## src/rtl/operand_serializer.sv

```systemverilog
// operand_serializer: parallel operand pair to LSB/MSB-first bit-pair stream with framing strobes
module operand_serializer #(
    parameter int WIDTH     = 8,
    parameter bit MSB_FIRST = 1'b0
) (
    input  logic             clk,
    input  logic             rst,
    input  logic             in_valid,
    output logic             in_ready,
    input  logic [WIDTH-1:0] in_a,
    input  logic [WIDTH-1:0] in_b,
    input  logic             abort,
    output logic             a,
    output logic             b,
    output logic             bit_valid,
    output logic             first_bit,
    output logic             last_bit,
    output logic             busy
);
    localparam int CW = $clog2(WIDTH + 1);
    localparam int HI = MSB_FIRST ? WIDTH - 1 : 0;
    localparam logic [CW-1:0] LAST = CW'(WIDTH - 1);
    typedef enum logic {IDLE, SHIFT} state_t;
    state_t state, state_n;
    logic [WIDTH-1:0] sr_a, sr_b, sr_a_n, sr_b_n;
    logic [CW-1:0] cnt, cnt_n;
    logic a_n, b_n, bv_n, fb_n, lb_n, accept;
    assign in_ready = state == IDLE || (state == SHIFT && last_bit && !abort);
    assign busy = state == SHIFT;
    assign accept = in_valid && in_ready;
    always_comb begin
        state_n = state;
        sr_a_n = sr_a;
        sr_b_n = sr_b;
        cnt_n = cnt;
        a_n = a;
        b_n = b;
        bv_n = bit_valid;
        fb_n = first_bit;
        lb_n = last_bit;
        if (accept) begin
            state_n = SHIFT;
            a_n = in_a[HI];
            b_n = in_b[HI];
            sr_a_n = MSB_FIRST ? in_a << 1 : in_a >> 1;
            sr_b_n = MSB_FIRST ? in_b << 1 : in_b >> 1;
            cnt_n = CW'(1);
            bv_n = 1'b1;
            fb_n = 1'b1;
            lb_n = WIDTH == 1;
        end else if (state == SHIFT && (abort || last_bit)) begin
            state_n = IDLE;
            sr_a_n = '0;
            sr_b_n = '0;
            cnt_n = '0;
            a_n = 1'b0;
            b_n = 1'b0;
            bv_n = 1'b0;
            fb_n = 1'b0;
            lb_n = 1'b0;
        end else if (state == SHIFT) begin
            a_n = MSB_FIRST ? sr_a[WIDTH-1] : sr_a[0];
            b_n = MSB_FIRST ? sr_b[WIDTH-1] : sr_b[0];
            sr_a_n = MSB_FIRST ? sr_a << 1 : sr_a >> 1;
            sr_b_n = MSB_FIRST ? sr_b << 1 : sr_b >> 1;
            fb_n = 1'b0;
            lb_n = cnt == LAST;
            cnt_n = cnt + 1'b1;
        end
    end
    always_ff @(posedge clk or posedge rst) begin
        if (rst) begin
            state <= IDLE;
            sr_a <= '0;
            sr_b <= '0;
            cnt <= '0;
            a <= 1'b0;
            b <= 1'b0;
            bit_valid <= 1'b0;
            first_bit <= 1'b0;
            last_bit <= 1'b0;
        end else begin
            state <= state_n;
            sr_a <= sr_a_n;
            sr_b <= sr_b_n;
            cnt <= cnt_n;
            a <= a_n;
            b <= b_n;
            bit_valid <= bv_n;
            first_bit <= fb_n;
            last_bit <= lb_n;
        end
    end
endmodule

```

## config.mk

```make
export PLATFORM = sky130hd
export DESIGN_NAME = operand_serializer
export DESIGN_NICKNAME = d
export VERILOG_FILES = /design/src/rtl/operand_serializer.sv
export SDC_FILE = /design/constraint.sdc
export NUM_CORES = 1
export LEC_CHECK = 0
export CELL_PAD_IN_SITES_DETAIL_PLACEMENT = 1
export CELL_PAD_IN_SITES_GLOBAL_PLACEMENT = 1
export CORE_ASPECT_RATIO = 1.1
export CORE_MARGIN = 2
export CORE_UTILIZATION = 39
export DETAILED_ROUTE_END_ITERATION = 8
export GPL_ROUTABILITY_DRIVEN = 0
export GPL_TIMING_DRIVEN = 1
export HOLD_SLACK_MARGIN = 0.08
export PLACE_DENSITY = 0.78
export SKIP_LAST_GASP = 1
export SYNTH_ARGS = -nofsm -noshare
export SYNTH_HDL_FRONTEND = slang
export SYNTH_SLANG_ARGS = --single-unit
```

## constraint.sdc

```tcl
create_clock -name clk -period 2.7 [get_ports clk]
set_input_delay 0.54 -clock clk [delete_from_list [all_inputs] [get_ports clk]]
set_output_delay 0.54 -clock clk [all_outputs]
set_load 0.01 [all_outputs]
```

==> reports/qor.txt <==
Status - complete, no violations
Vias in the first global route - 796
Hold Vio Cnt, Final - 0
Slew of the pin with the lowest slew margin - 0.572 ns
Vias per cell - 5.58
Initial antenna violation count - 0
Critical Path End Type - primary output
Number of post-CTS setup repair buffers - 0
Clk Latency, worst-skew pair - 0.30 ns
YS warnings - 0
R2R setup slack - 1.07 ns
Min-delay worst type - flip-flop to flip-flop
Arr. time, crit path - 1.83 ns
Post-synthesis xor/xnor area fraction - 0
Fin. max-slew vios - 0
Met1 Usage GRT - 0.214
Post-synthesis compound-gate area fraction - 0.294
PwrDens - 578 nW/um^2
Clk_skew - 0.00258 ns
RSZ-0062 raised after global routing - no
Hold_buf cts - 0
Yosys reg bits - 23
IO Pins - 27
Slew HR - 0.617
Grt ovf - 0
Post-synth cell types - 23
Largest net degree at the start of global routing - 24
Avg Inst Size Synth - 12.1 sq um
Simple-Gate Fraction of Synth Area - 0.0941
Die area - 3090 sq um
CTS max path bufs - 2
DR iter-0 viols - 7
Post-CTS sizing - 0
Core area - 2520 sq um
Max stage delay on crit path - 0.53 ns
Share of synthesized registers carrying an async set or reset - 1.00
PortBufs - 26
Die extent in x - 53.2 microns
Post-synth top cells - 23 x dfrtp_1, 17 x a22o_1, 16 x a21o_1, 4 x nand2_1, 3 x nand3_1
First-pass GRT wire length - 3.67 mm
Cells after Synth - 86
Cell mode on critical path - clkdlybuf4s50_1
Crit path kind - input pin to primary output
Die H - 58.1 microns
Mapped Nets - 107
CP max stage cell - clkdlybuf4s50_1
Largest family of logic cells by synthesized area - compound AO/OA/AOI/OAI gates
WP buf/inv - 2
Fin area - 1360 sq um
Fmax - 422 MHz
Setup Viol. Count Final - 0
Adder-cell share of the synthesized area - 0.0121
Post-DP HPWL - 1.64 mm
Num CTS Buffers - 3
Total negative setup slack - 0 ns
Routed WL per cell - 15.6 microns
Period utilization - 0.877
Ant. Diodes - 0
Via count - 809
MaxCap Viol Count - 0
Met2 global-route usage - 0.279
Effective utilization at floorplan - 0.412
Delay-heaviest family, CP - buffers and inverters
H-tree levels - 1
Clock tree root driver cell - clkbuf_4
Synth area leaders - dfrtp_1 55%, a22o_1 14%, a21o_1 12%
Post-synthesis mux area share - 0
Layout area overhead - 30.6%
GRT Util Overall - 0.165
Tmin final - 2.37 ns
Worst vdd ir - 0.420 mV
Yosys top cell area share - 0.555
Number of enable flip-flop cells after synthesis - 0
Top-count cell post-synth - dfrtp_1
GRT busiest layer - met2
Drt drc - 0
Fillers - 288
Antenna Nets Post-Route - 0
Largest area contributor in the netlist - dfrtp_1
Share of the yosys chip area belonging to registers - 0.555
Worst-path cell chain - clkdlybuf4s50_1 > nand2b_1 > nand2_1 > clkdlybuf4s50_1
Met3 usage - 0.0232
Routed wire length - 2.27 mm
CTS sink cnt - 23
Clk slew on worst S/H paths - 0.12 ns
1st-pass router iterations - 4
Proportion of layout cells with a drive suffix above 1 - 0.0965
Worst setup SP type - input pin
DP Area - 1330 sq um
Pleak - 0.000704 uW
Top_reg_cell synth - dfrtp_1
Synthesized area - 1040 sq um
Worst endpoint required time - 2.16 ns
Layout Nets - 136
Num rows - 19
CTS tree - built
Largest fanout on the critical path - 4
## per-layer routing
layer	vias to the layer above	wire (microns)
met5	-	0
met4	0	19
met3	2	88
met2	20	1150
met1	411	1010
li1	376	-
## cell type report
class,count,area (sq um),share of cell area
multi-input cells,55,415,0.307
repair buffers,30,290,0.214
clock inverters,1,5.00,0.00369
clock buffers,3,22.5,0.0166
inverters,2,7.51,0.00554
well taps,31,38.8,0.0286
flip-flops and latches,23,576,0.425
## final timing paths
path                       startpoint        end  cells after the start
max reg2reg                      busy     cnt[2]                      4
max in group asynchronous         rst    sr_b[0]                      3
min                         first_bit  first_bit                      1
min in group asynchronous         rst    sr_b[3]                      3
min reg2reg                 first_bit  first_bit                      1
max                             abort   in_ready                      4
## through the flow
| stage | utilization | hold WS, ns | std cells | setup slack [ns] | power, uW |
|---|---|---|---|---|---|
| after floorplan | - | 0.466 | 86 | 1.29 | 548 |
| after global placement | 0.527 | 0.467 | 141 | 0.365 | 626 |
| after detailed placement | 0.527 | 0.472 | 141 | 0.323 | 635 |
| after CTS | 0.538 | 0.502 | 145 | 0.318 | 795 |
| after global routing | 0.538 | 0.523 | 145 | 0.275 | 832 |
| final | 0.538 | 0.495 | 145 | 0.331 | 783 |
## layout by cell type (no fill, tap or decap)
cell type         n
clkdlybuf4s50_1  26
buf_4             4
nor3b_2           1
a21boi_2          1
nand2b_1          1
or2b_1            1
nand2_1           4
o22ai_1           2
a22o_1           17
a21oi_1           1
clkinv_2          1
nor3b_1           1
nor2_1            2
inv_1             2
or3_1             1
ha_1              1
a21o_1           16
clkbuf_4          3
o31ai_1           1
dfrtp_1          23
nor4b_1           1
nand3_1           3
or3b_4            1
## state kept, by name, summed over array words and instances (netlist names)
name,cells
last_bit,1
cnt,4
first_bit,1
sr_b,7
sr_a,7
b,1
a,1
busy,1
## power by group
group	switching [uW]	internal, uW
sequential	37.0	393
combinational	79.9	116
clock	102	55.2
## worst register-to-register path, cell delays in order (launching register included)
cell	delay, ns
dfrtp_1	0.51
nor2_1	0.51
buf_4	0.30
nor4b_1	0.08
a21o_1	0.15
## cell families (layout without fill, tap and decap cells)
kind of cell / count (synthesis) / in the layout
compound gates: 38 / 38
fa+ha+maj: 1 / 1
buf+inv: 8 / 36
flops: 23 / 23
simple gates: 16 / 16
Power figures use the tool's default switching activity.
==> variant (same settings) <==
`WIDTH`: 8 -> 4.
--- a/src/rtl/operand_serializer.sv
+++ b/src/rtl/operand_serializer.sv
@@ -1,6 +1,6 @@
 // operand_serializer: parallel operand pair to LSB/MSB-first bit-pair stream with framing strobes
 module operand_serializer #(
-    parameter int WIDTH     = 8,
+    parameter int WIDTH     = 4,
     parameter bit MSB_FIRST = 1'b0
 ) (
     input  logic             clk,
Ports: changed (resized in_a and in_b); port bits go from 27 to 19. The function was not compared with the original's and may differ.
==> variant against the unedited design <==
Hold slack got worse by 0.0089 ns; area after synthesis decreased by 41%; total power decreased by 25%; clock skew increased by 0.00068 ns; cell count decreased by 39%; fmax decreased by 0.95%; routed wire length decreased by 37%; via count decreased by 39%; final area decreased by 38%; global-route usage increased by 0.16 points; worst setup slack got worse by 0.023 ns; sequential cell count decreased by 9; critical endpoint unchanged.
==> variant: results (changes against the unedited design) <==
{| class="wikitable"
! Metric !! Value
|-
| HP Class || flip-flop to flip-flop
|-
| Distinct cell type count of the synthesized netlist || 19 (-17%)
|-
| Global-route wire length before repair || 2280 microns (-38%)
|-
| Clock Skews || 0.00325 ns (+0.000678 ns)
|-
| Worst Path Max Fanout || 5 (+1)
|-
| Vias per Instance || 5.57 (-0.20%)
|-
| Maximum level of the CTS H-tree || 1 (unchanged)
|-
| DRC marker count from the first detailed-route iteration || 3 (-4)
|-
| Leakage || 0.000386 uW (-45%)
|-
| Number of global-route vias before repair || 509 (-36%)
|-
| Initial antenna violation count || 0 (unchanged)
|-
| Aggregate global-route resource usage || 16.6% (+0.16 points)
|-
| Result of the run || completed
|-
| Maximum number of pins on one net before global-route repair || 15 (-38%)
|-
| Post-Synthesis Net Count || 65 (-39%)
|-
| Post-DR wirelength/cell || 16.3 microns (+4.3%)
|-
| Count of nets after finishing || 86 (-37%)
|-
| Count of TritonRoute iterations in the first routing pass || 3 (-1)
|-
| Leading post-synthesis cells by instance count || dfrtp_1, a221o_1, and2_0
|-
| Dpl cells || 84 (-40%)
|-
| Worst slew slack as a fraction of its limit || 55.8% (-5.9 points)
|-
| Clock transition at the registers of the reported paths || 0.08 ns (-0.04 ns)
|-
| Skew-Pair Late Insertion Delay || 0.28 ns (-0.02 ns)
|-
| Sequential fraction of the synthesis area || 56.9% (+1.4 points)
|-
| Setup slack, reg-to-reg || 1.24 ns (+0.17 ns)
|-
| Arrival time reported for the critical path endpoint || 1.85 ns (+0.02 ns)
|-
| Final HPWL DP || 1060 microns (-35%)
|-
| Non-filler instance count after layout || 88 (-39%)
|-
| Count of input and output buffers || 18 (-31%)
|-
| Max IR drop VDD || 312 uV (-26%)
|-
| Cell types occupying the most area after synthesis || dfrtp_1, a221o_1, a22o_1
|-
| Max-cap violations || 0 (unchanged)
|-
| Path depth of the worst reg2reg path || 3 (-1)
|}
## variant: cell types whose count changed after synthesis, moves of 3 or more
cell	before	now
a21o_1	16	1
a22o_1	17	4
dfrtp_1	23	14
a221o_1	0	6
and2_0	0	5
nand3_1	3	0
## variant: layer usage
layer | global-route usage, % | wire (microns) | vias to the layer above
met2 | 29.7 | 750 | 15
met1 | 20.5 | 597 | 247
met3 | 2.78 | 68 | 2
met4 | 5.81 | 19 | 0
li1 | - | - | 226
met5 | 0 | 0 | -
## variant: power breakdown
part / switching [uW] / total [uW] / internal [uW]
combinational: 67.9 / 155 / 87.5
sequential: 27.7 / 275 / 247
clock: 70.9 / 153 / 82.1
total: 167 / 583 / 417
## variant: per-stage QoR
stage                     total power [uW]  area [sq um]  worst slack (ns)  hold slack, ns  utilization (%)
after floorplan                        358           616              1.36           0.429                -
after global placement                 428           805             0.345           0.464             52.9
after detailed placement               436           805             0.319           0.472             52.9
after CTS                              590           841             0.312           0.492             55.3
after global routing                   618           841             0.240           0.511             55.3
final                                  583           841             0.308           0.486             55.3
## variant: kinds of logic after synthesis
| family | count (synthesis) | share of synthesized area, % |
|---|---|---|
| AOI/OAI and AO/OA | 17 | 23.6 |
| DFF | 14 | 56.9 |
| and+or+nand+nor | 12 | 11.0 |
| buffers and inverters | 6 | 4.47 |
| adders and majority gates | 2 | 4.06 |
## variant: worst max path at each step
stage	start	to	depth (start not counted)
floorplan	abort	in_ready	2
global placement	abort	in_ready	4
detailed placement	abort	in_ready	4
CTS	abort	in_ready	4
global route	abort	in_ready	4
finish	abort	in_ready	4
## variant: worst max-delay path: stages
cell             delay, ns
clkdlybuf4s50_1       0.50
nand2b_1              0.22
nand2_1               0.07
clkdlybuf4s50_1       0.52
## variant: layout make-up
class	count	area (sq um)
clock buffers	4	36.3
multi-input cells	31	238
well taps	17	21.3
flip-flops and latches	14	350
fillers	161	679
inverters	4	15.0
repair buffers	18	180
